**src/rtl/turfio_cmd_pkg.sv**
```systemverilog
// turfio_cmd_pkg: opcodes, run codes, response tags, command field offsets
// and response word builders shared by the TURF command decoder.
package turfio_cmd_pkg;

    typedef enum logic [1:0] {
        OP_NOP  = 2'b00,
        OP_TRIG = 2'b01,
        OP_CTL  = 2'b10,
        OP_RUN  = 2'b11
    } opcode_e;

    typedef enum logic [1:0] {
        RUN_NOP   = 2'b00,
        RUN_START = 2'b01,
        RUN_STOP  = 2'b10,
        RUN_RESET = 2'b11
    } runcode_e;

    localparam logic [3:0] RESP_IDLE = 4'h0;
    localparam logic [3:0] RESP_READ = 4'h5;

    localparam int OPC_LSB   = 30;
    localparam int RDSEL_BIT = 29;
    localparam int ADR_LSB   = 22;
    localparam int DAT_LSB   = 0;
    localparam int RUN_LSB   = 0;
    localparam int ENTRY_W   = 22;

    typedef struct packed {
        logic [5:0]  adr;
        logic [15:0] dat;
    } rd_entry_t;

    function automatic logic [31:0] idle_word(input logic running, input logic ovf,
                                              input logic [4:0] cnt);
        return {RESP_IDLE, 6'b0, running, ovf, 9'b0, cnt, 6'b0};
    endfunction

    function automatic logic [31:0] read_word(input rd_entry_t e, input logic running);
        return {RESP_READ, e.adr, running, 5'b0, e.dat};
    endfunction

endpackage

```
**src/rtl/turf_resp_fifo.sv**
```systemverilog
// turf_resp_fifo: synchronous readback FIFO; a pop in the same cycle frees
// room for a push even when full.
module turf_resp_fifo #(
    parameter int W     = 22,
    parameter int DEPTH = 4
) (
    input  logic         clk,
    input  logic         rst,
    input  logic         push,
    input  logic [W-1:0] din,
    input  logic         pop,
    output logic [W-1:0] dout,
    output logic         full,
    output logic         empty
);
    localparam int AW = $clog2(DEPTH);

    logic [W-1:0]  mem_q [DEPTH];
    logic [AW-1:0] wr_q, wr_d, rd_q, rd_d;
    logic [AW:0]   cnt_q, cnt_d;
    logic          do_push, do_pop;

    always_comb begin
        empty   = cnt_q == '0;
        full    = cnt_q == (AW+1)'(DEPTH);
        do_pop  = pop && !empty;
        do_push = push && (!full || do_pop);
        wr_d    = wr_q + AW'(do_push);
        rd_d    = rd_q + AW'(do_pop);
        cnt_d   = cnt_q + (AW+1)'(do_push) - (AW+1)'(do_pop);
        dout    = mem_q[rd_q];
    end

    always_ff @(posedge clk) begin
        if (rst) begin
            wr_q  <= '0;
            rd_q  <= '0;
            cnt_q <= '0;
        end else begin
            wr_q  <= wr_d;
            rd_q  <= rd_d;
            cnt_q <= cnt_d;
        end
    end

    always_ff @(posedge clk) begin
        if (do_push) mem_q[wr_q] <= din;
    end

endmodule

```
**src/rtl/turf_command_decoder.sv**
```systemverilog
// turf_command_decoder: decodes TURF link command words into trigger, run and
// control-register strobes, and builds the slotted response word with queued readbacks.
module turf_command_decoder
    import turfio_cmd_pkg::*;
#(
    parameter int RESP_PERIOD = 8,
    parameter int RD_LATENCY  = 2,
    parameter int FIFO_DEPTH  = 4
) (
    input  logic        sysclk_i,
    input  logic        sysclk_rst_i,
    input  logic        sync_i,
    input  logic        command_locked_i,
    input  logic [31:0] command_i,
    input  logic        command_valid_i,
    output logic        trig_o,
    output logic [15:0] trig_time_o,
    output logic [1:0]  runcmd_o,
    output logic        runcmd_valid_o,
    output logic        running_o,
    output logic [5:0]  ctl_adr_o,
    output logic [15:0] ctl_dat_o,
    output logic        ctl_we_o,
    output logic        ctl_rd_o,
    input  logic [15:0] ctl_dat_i,
    output logic [31:0] response_o
);
    localparam int SW = $clog2(RESP_PERIOD);

    logic          accept, is_trig, is_ctl, is_run, is_run_reset;
    opcode_e       op;
    runcode_e      rc;
    logic          cmd_unused;

    logic          trig_q, trig_d;
    logic [15:0]   trig_time_q, trig_time_d;
    logic [4:0]    trig_cnt_q, trig_cnt_d;
    logic [1:0]    runcmd_q, runcmd_d;
    logic          runcmd_valid_q, runcmd_valid_d;
    logic          running_q, running_d;
    logic [5:0]    ctl_adr_q, ctl_adr_d;
    logic [15:0]   ctl_dat_q, ctl_dat_d;
    logic          ctl_we_q, ctl_we_d;
    logic          ctl_rd_q, ctl_rd_d;
    logic          ovf_q, ovf_d;
    logic [31:0]   response_q, response_d;
    logic [SW-1:0] slot_q, slot_d, slot_eff;
    logic          slot_upd;

    logic [RD_LATENCY-1:0] pend_v_q, pend_v_d;
    logic [5:0]            pend_adr_q [RD_LATENCY];
    logic [5:0]            pend_adr_d [RD_LATENCY];

    rd_entry_t     fifo_din, fifo_dout;
    logic          fifo_push, fifo_pop, fifo_full, fifo_empty, ovf_set;

    assign cmd_unused = ^{command_i[28], command_i[21:16]};

    always_comb begin
        accept         = command_valid_i && command_locked_i;
        op             = opcode_e'(command_i[OPC_LSB +: 2]);
        rc             = runcode_e'(command_i[RUN_LSB +: 2]);
        is_trig        = accept && op == OP_TRIG;
        is_ctl         = accept && op == OP_CTL;
        is_run         = accept && op == OP_RUN;
        is_run_reset   = is_run && rc == RUN_RESET;
        trig_d         = is_trig;
        trig_time_d    = is_trig ? command_i[DAT_LSB +: 16] : trig_time_q;
        trig_cnt_d     = is_trig ? trig_cnt_q + 5'd1 : is_run_reset ? 5'd0 : trig_cnt_q;
        ctl_adr_d      = is_ctl ? command_i[ADR_LSB +: 6] : ctl_adr_q;
        ctl_dat_d      = is_ctl ? command_i[DAT_LSB +: 16] : ctl_dat_q;
        ctl_we_d       = is_ctl && !command_i[RDSEL_BIT];
        ctl_rd_d       = is_ctl && command_i[RDSEL_BIT];
        runcmd_d       = is_run ? command_i[RUN_LSB +: 2] : runcmd_q;
        runcmd_valid_d = is_run;
        running_d      = (is_run && rc == RUN_START) ? 1'b1 :
                         (is_run && (rc == RUN_STOP || rc == RUN_RESET)) ? 1'b0 : running_q;
    end

    // The read strobe and its address enter the delay line together; the tail
    // lines up with the cycle ctl_dat_i is valid.
    always_comb begin
        pend_v_d[0]   = ctl_rd_q;
        pend_adr_d[0] = ctl_adr_q;
        for (int i = 1; i < RD_LATENCY; i++) begin
            pend_v_d[i]   = pend_v_q[i-1];
            pend_adr_d[i] = pend_adr_q[i-1];
        end
        fifo_push  = pend_v_q[RD_LATENCY-1];
        fifo_din   = {pend_adr_q[RD_LATENCY-1], ctl_dat_i};
        slot_eff   = sync_i ? '0 : slot_q;
        slot_upd   = slot_eff == '0;
        slot_d     = slot_eff + SW'(1);
        fifo_pop   = slot_upd && !fifo_empty;
        ovf_set    = fifo_push && fifo_full && !fifo_pop;
        ovf_d      = ovf_set || (ovf_q && !is_run_reset);
        response_d = !slot_upd ? response_q :
                     fifo_empty ? idle_word(running_q, ovf_q, trig_cnt_q) :
                     read_word(fifo_dout, running_q);
    end

    always_ff @(posedge sysclk_i) begin
        if (sysclk_rst_i) begin
            trig_q         <= 1'b0;
            trig_time_q    <= '0;
            trig_cnt_q     <= '0;
            runcmd_q       <= '0;
            runcmd_valid_q <= 1'b0;
            running_q      <= 1'b0;
            ctl_adr_q      <= '0;
            ctl_dat_q      <= '0;
            ctl_we_q       <= 1'b0;
            ctl_rd_q       <= 1'b0;
            ovf_q          <= 1'b0;
            response_q     <= '0;
            slot_q         <= '0;
            pend_v_q       <= '0;
            pend_adr_q     <= '{default: '0};
        end else begin
            trig_q         <= trig_d;
            trig_time_q    <= trig_time_d;
            trig_cnt_q     <= trig_cnt_d;
            runcmd_q       <= runcmd_d;
            runcmd_valid_q <= runcmd_valid_d;
            running_q      <= running_d;
            ctl_adr_q      <= ctl_adr_d;
            ctl_dat_q      <= ctl_dat_d;
            ctl_we_q       <= ctl_we_d;
            ctl_rd_q       <= ctl_rd_d;
            ovf_q          <= ovf_d;
            response_q     <= response_d;
            slot_q         <= slot_d;
            pend_v_q       <= pend_v_d;
            pend_adr_q     <= pend_adr_d;
        end
    end

    turf_resp_fifo #(
        .W     (ENTRY_W),
        .DEPTH (FIFO_DEPTH)
    ) u_fifo (
        .clk   (sysclk_i),
        .rst   (sysclk_rst_i),
        .push  (fifo_push),
        .din   (fifo_din),
        .pop   (fifo_pop),
        .dout  (fifo_dout),
        .full  (fifo_full),
        .empty (fifo_empty)
    );

    assign trig_o         = trig_q;
    assign trig_time_o    = trig_time_q;
    assign runcmd_o       = runcmd_q;
    assign runcmd_valid_o = runcmd_valid_q;
    assign running_o      = running_q;
    assign ctl_adr_o      = ctl_adr_q;
    assign ctl_dat_o      = ctl_dat_q;
    assign ctl_we_o       = ctl_we_q;
    assign ctl_rd_o       = ctl_rd_q;
    assign response_o     = response_q;

endmodule

```
**config.mk**
```make
export PLATFORM = sky130hd
export DESIGN_NAME = turf_command_decoder
export DESIGN_NICKNAME = d
export VERILOG_FILES = /design/src/rtl/turfio_cmd_pkg.sv /design/src/rtl/turf_resp_fifo.sv /design/src/rtl/turf_command_decoder.sv
export SDC_FILE = /design/constraint.sdc
export NUM_CORES = 1
export LEC_CHECK = 0
export ABC_AREA = 1
export CAP_MARGIN = 20
export CORE_MARGIN = 5
export CORE_UTILIZATION = 47
export CTS_CLUSTER_SIZE = 25
export DETAILED_ROUTE_END_ITERATION = 6
export GPL_ROUTABILITY_DRIVEN = 0
export PLACE_DENSITY = 0.75
export SKIP_CTS_REPAIR_TIMING = 1
export SLEW_MARGIN = 20
export SYNTH_ARGS = -nofsm -noshare
export SYNTH_HDL_FRONTEND = slang
export SYNTH_SLANG_ARGS = --single-unit
```
**constraint.sdc**
```tcl
create_clock -name sysclk_i -period 3.1 [get_ports sysclk_i]
set_input_delay 0.62 -clock sysclk_i [delete_from_list [all_inputs] [get_ports sysclk_i]]
set_output_delay 0.62 -clock sysclk_i [all_outputs]
set_load 0.01 [all_outputs]
```
==> results.yml <==
run_status:
  status: "complete, no violations"
drt:
  via_count: 5292
  routed_via_density: 4.67
  drt_iter0_drc: 289
  firstDrtPassIters: 5
  wl_per_cell_um: 13.4
  drc: 0
  postRouteAntennaNets: 0
  routed_wl_um: 15200
clocking:
  h-tree-depth: 4
  clockBufferDepth: 2
  cts.sinks: 188
  cts_tree: "yes"
  clkLatencyLatePin_ns: 0.42
  clkTransAtPathRegs_ns: 0.06
  root_buffer: "clkbuf_16"
  cts_inserted_buffers: 17
worst_setup_path:
  cp_top_family: "adder cells"
  crit_slowest_cell: "clkdlybuf4s50_1"
  path_cells: "clkdlybuf4s50_1 > inv_2 > nand2_1 > ha_1 > nand2_2 > nor2_4 > ha_1 > inv_1 > ha_1 > inv_1 > fa_1 > xnor2_1 > o21ai_0 > a21oi_1"
  worstSetupStartpointType: "input port"
  crit_type: "in -> reg"
  end_kind: "flop"
  max_stage_delay_ns: 0.41
  worst-path-stages: 14
  cp.arrival_ns: 2.84
  r2r_cells: 12
  crit_top_cell: "ha_1"
  critPathMaxFanout: 3
  path_buf_inv: 4
  critical_path_required_ns: 3.45
die:
  die-width_um: 135
  num_rows: 45
  core_area_um2: 15300
  die-height_um: 135
  initial_utilization: 0.483
  dieArea_um2: 18300
  boundaryPins: 130
pwr:
  leakage_nw: 3.83
  p_per_area_nw_per_um2: 682
  p_int_mw: 4.45
  vdd_drop_max_mv: 0.414
  power_frac_seq: 0.451
  power.total_mw: 6.29
  power_frac_comb: 0.227
  pwr-share-clk: 0.323
  power_switching_share: 0.292
  p_switching_mw: 1.84
grt:
  grt_max_degree: 63
  antenna_found_initial: 0
  grt.total_usage: 0.169
  overflow: 0
  grt_pass1_wl_um: 24500
  grt_pass1_vias: 4942
timing:
  period_needed_ns: 2.48
  finalCritPeriodShare: 0.801
  finalHoldViolCount: 0
  worst_pin_slew_ns: 0.893
  drv_slew: 0
  rsz0062_at_grt: "false"
  setup_viol: 0
  slew-limit-headroom: 0.404
  setup_tns_ns: 0
  fin_skew_ns: 0.0107
  max_freq_ghz: 0.403
yosys:
  avgSynthCellArea_um2: 9.21
  synth.top_cell.area_share: 0.357
  synth_ff_type: "dfxtp_1"
  ys_types: 28
  synth_warnings: 0
  yosys.area.top_type: "edfxtp_1"
  postSynth.asyncResetShare: 0
  synthTopCellsByArea: "edfxtp_1 36%, dfxtp_1 27%, nand2_1 8.8%"
  syn_area_um2: 7390
  synth-edff-count: 88
  yosysMostFrequentCell: "nand2_1"
  syn_inst: 803
  yosys-top-cells-count: "174 x nand2_1, 117 x inv_1, 116 x nor2_1"
  ys_seq_area_frac: 0.628
  ys_ff_latch: 188
min_path:
  min_path_type: "reg -> reg"
  worstHoldPathCells: 2
finish:
  final_area_um2: 9220
  n_antenna_cell: 0
  ff_latch_area_um2: 4640
  syn2layout_area_growth_pct: 24.8
  multi_input_area_um2: 2040
  drive_above_1_share: 0.0650
  fin_util: 0.602
  final.fill_count: 1284
  nNetsFinal: 971
placement:
  dpl-instance-area_um2: 8670
  io_buffers: 116
  hpwl_um: 9710
job:
  drv_cap: 0
==> placed cells by master (no fill, tap or decap) <==
master	instances
ha_1	7
or2_2	1
inv_1	117
inv_2	4
clkinv_2	3
nor3b_1	1
buf_2	1
nor2_1	116
buf_12	1
a21oi_1	36
nor2_4	1
clkinvlp_4	3
dfxtp_1	100
clkinv_1	2
clkdlybuf4s50_1	115
xnor2_1	3
nor2_2	1
conb_1	6
nand2_1	174
clkbuf_8	2
xor2_1	1
inv_6	1
nor3_4	1
nand4_1	2
nor3_1	1
nand2_2	3
clkbuf_16	17
a211oi_1	5
o21ai_0	46
fa_1	1
edfxtp_1	88
buf_4	13
bufinv_16	1
nand3_1	42
clkinvlp_2	3
nor3_2	4
==> worst paths after layout <==
kind                  from               to  slack (ns)
min reg2reg  pend_adr_d[0]     fifo_din[16]        0.40
max reg2reg      slot_q[0]  u_fifo.cnt_q[2]        1.02
min          pend_adr_d[0]     fifo_din[16]        0.40
max                 sync_i  u_fifo.cnt_q[2]        0.62
==> power by group through the flow <==
stage          Combinational (mW)  Clock, mW  Sequential (mW)
6_report                     1.43       2.03             2.83
5_1_grt                      1.60       2.17             2.85
4_1_cts                      1.44       2.07             2.83
3_5_place_dp                 1.43          0             2.89
3_3_place_gp                 1.41          0             2.88
2_1_floorplan               0.917          0             2.93
==> layout make-up <==
type / instances / share of cell area
clock inverters: 13 / 0.0107
flip-flops and latches: 188 / 0.504
well taps: 211 / 0.0286
repair buffers: 130 / 0.138
multi-input cells: 452 / 0.221
clock buffers: 19 / 0.0491
inverters: 121 / 0.0492
==> logic make-up after synthesis <==
logic type / share of synthesized area
other: 0.000507
adder cells (fa/ha/maj): 0.0146
AO/OA/AOI/OAI: 0.0606
flip-flops: 0.628
XOR/XNOR: 0.00474
AND/OR/NAND/NOR: 0.190
buffers and inverters: 0.102
==> routing by layer <==
metal	track usage	vias up	routed length, µm
met2	0.273	140	7280
met5	0	-	0
met4	0.0689	0	240
met3	0.0546	16	1160
li1	-	2721	-
met1	0.211	2415	6520
==> sequential cells by signal (all words and copies together) (netlist names), 3 cells and up <==
signal        count
ctl_adr_o         6
trig_time_o      16
pend_adr_d        6
u_fifo.mem_q     88
u_fifo.cnt_q      3
trig_cnt_q        5
slot_q            3
ctl_dat_o        16
response_o       25
fifo_din          6
==> worst reg2reg max path: stages (launching register included) <==
cell and delay [ns]:
dfxtp_1 0.30, nand2_1 0.06, ha_1 0.21, nand2_2 0.11, nor2_4 0.05, ha_1 0.27
inv_1 0.05, ha_1 0.13, inv_1 0.05, fa_1 0.37, xnor2_1 0.19, o21ai_0 0.09
a21oi_1 0.15
==> metrics by stage <==
step | setup slack [ns] | cells | hold slack, ns
final | 0.618 | 1134 | 0.400
after global routing | 0.445 | 1134 | 0.424
after CTS | 0.630 | 1134 | 0.401
after detailed placement | 0.185 | 1102 | 0.393
after global placement | 0.211 | 1102 | 0.391
after floorplan | -0.124 | 808 | 0.388
(Power assumes the default switching activity.)
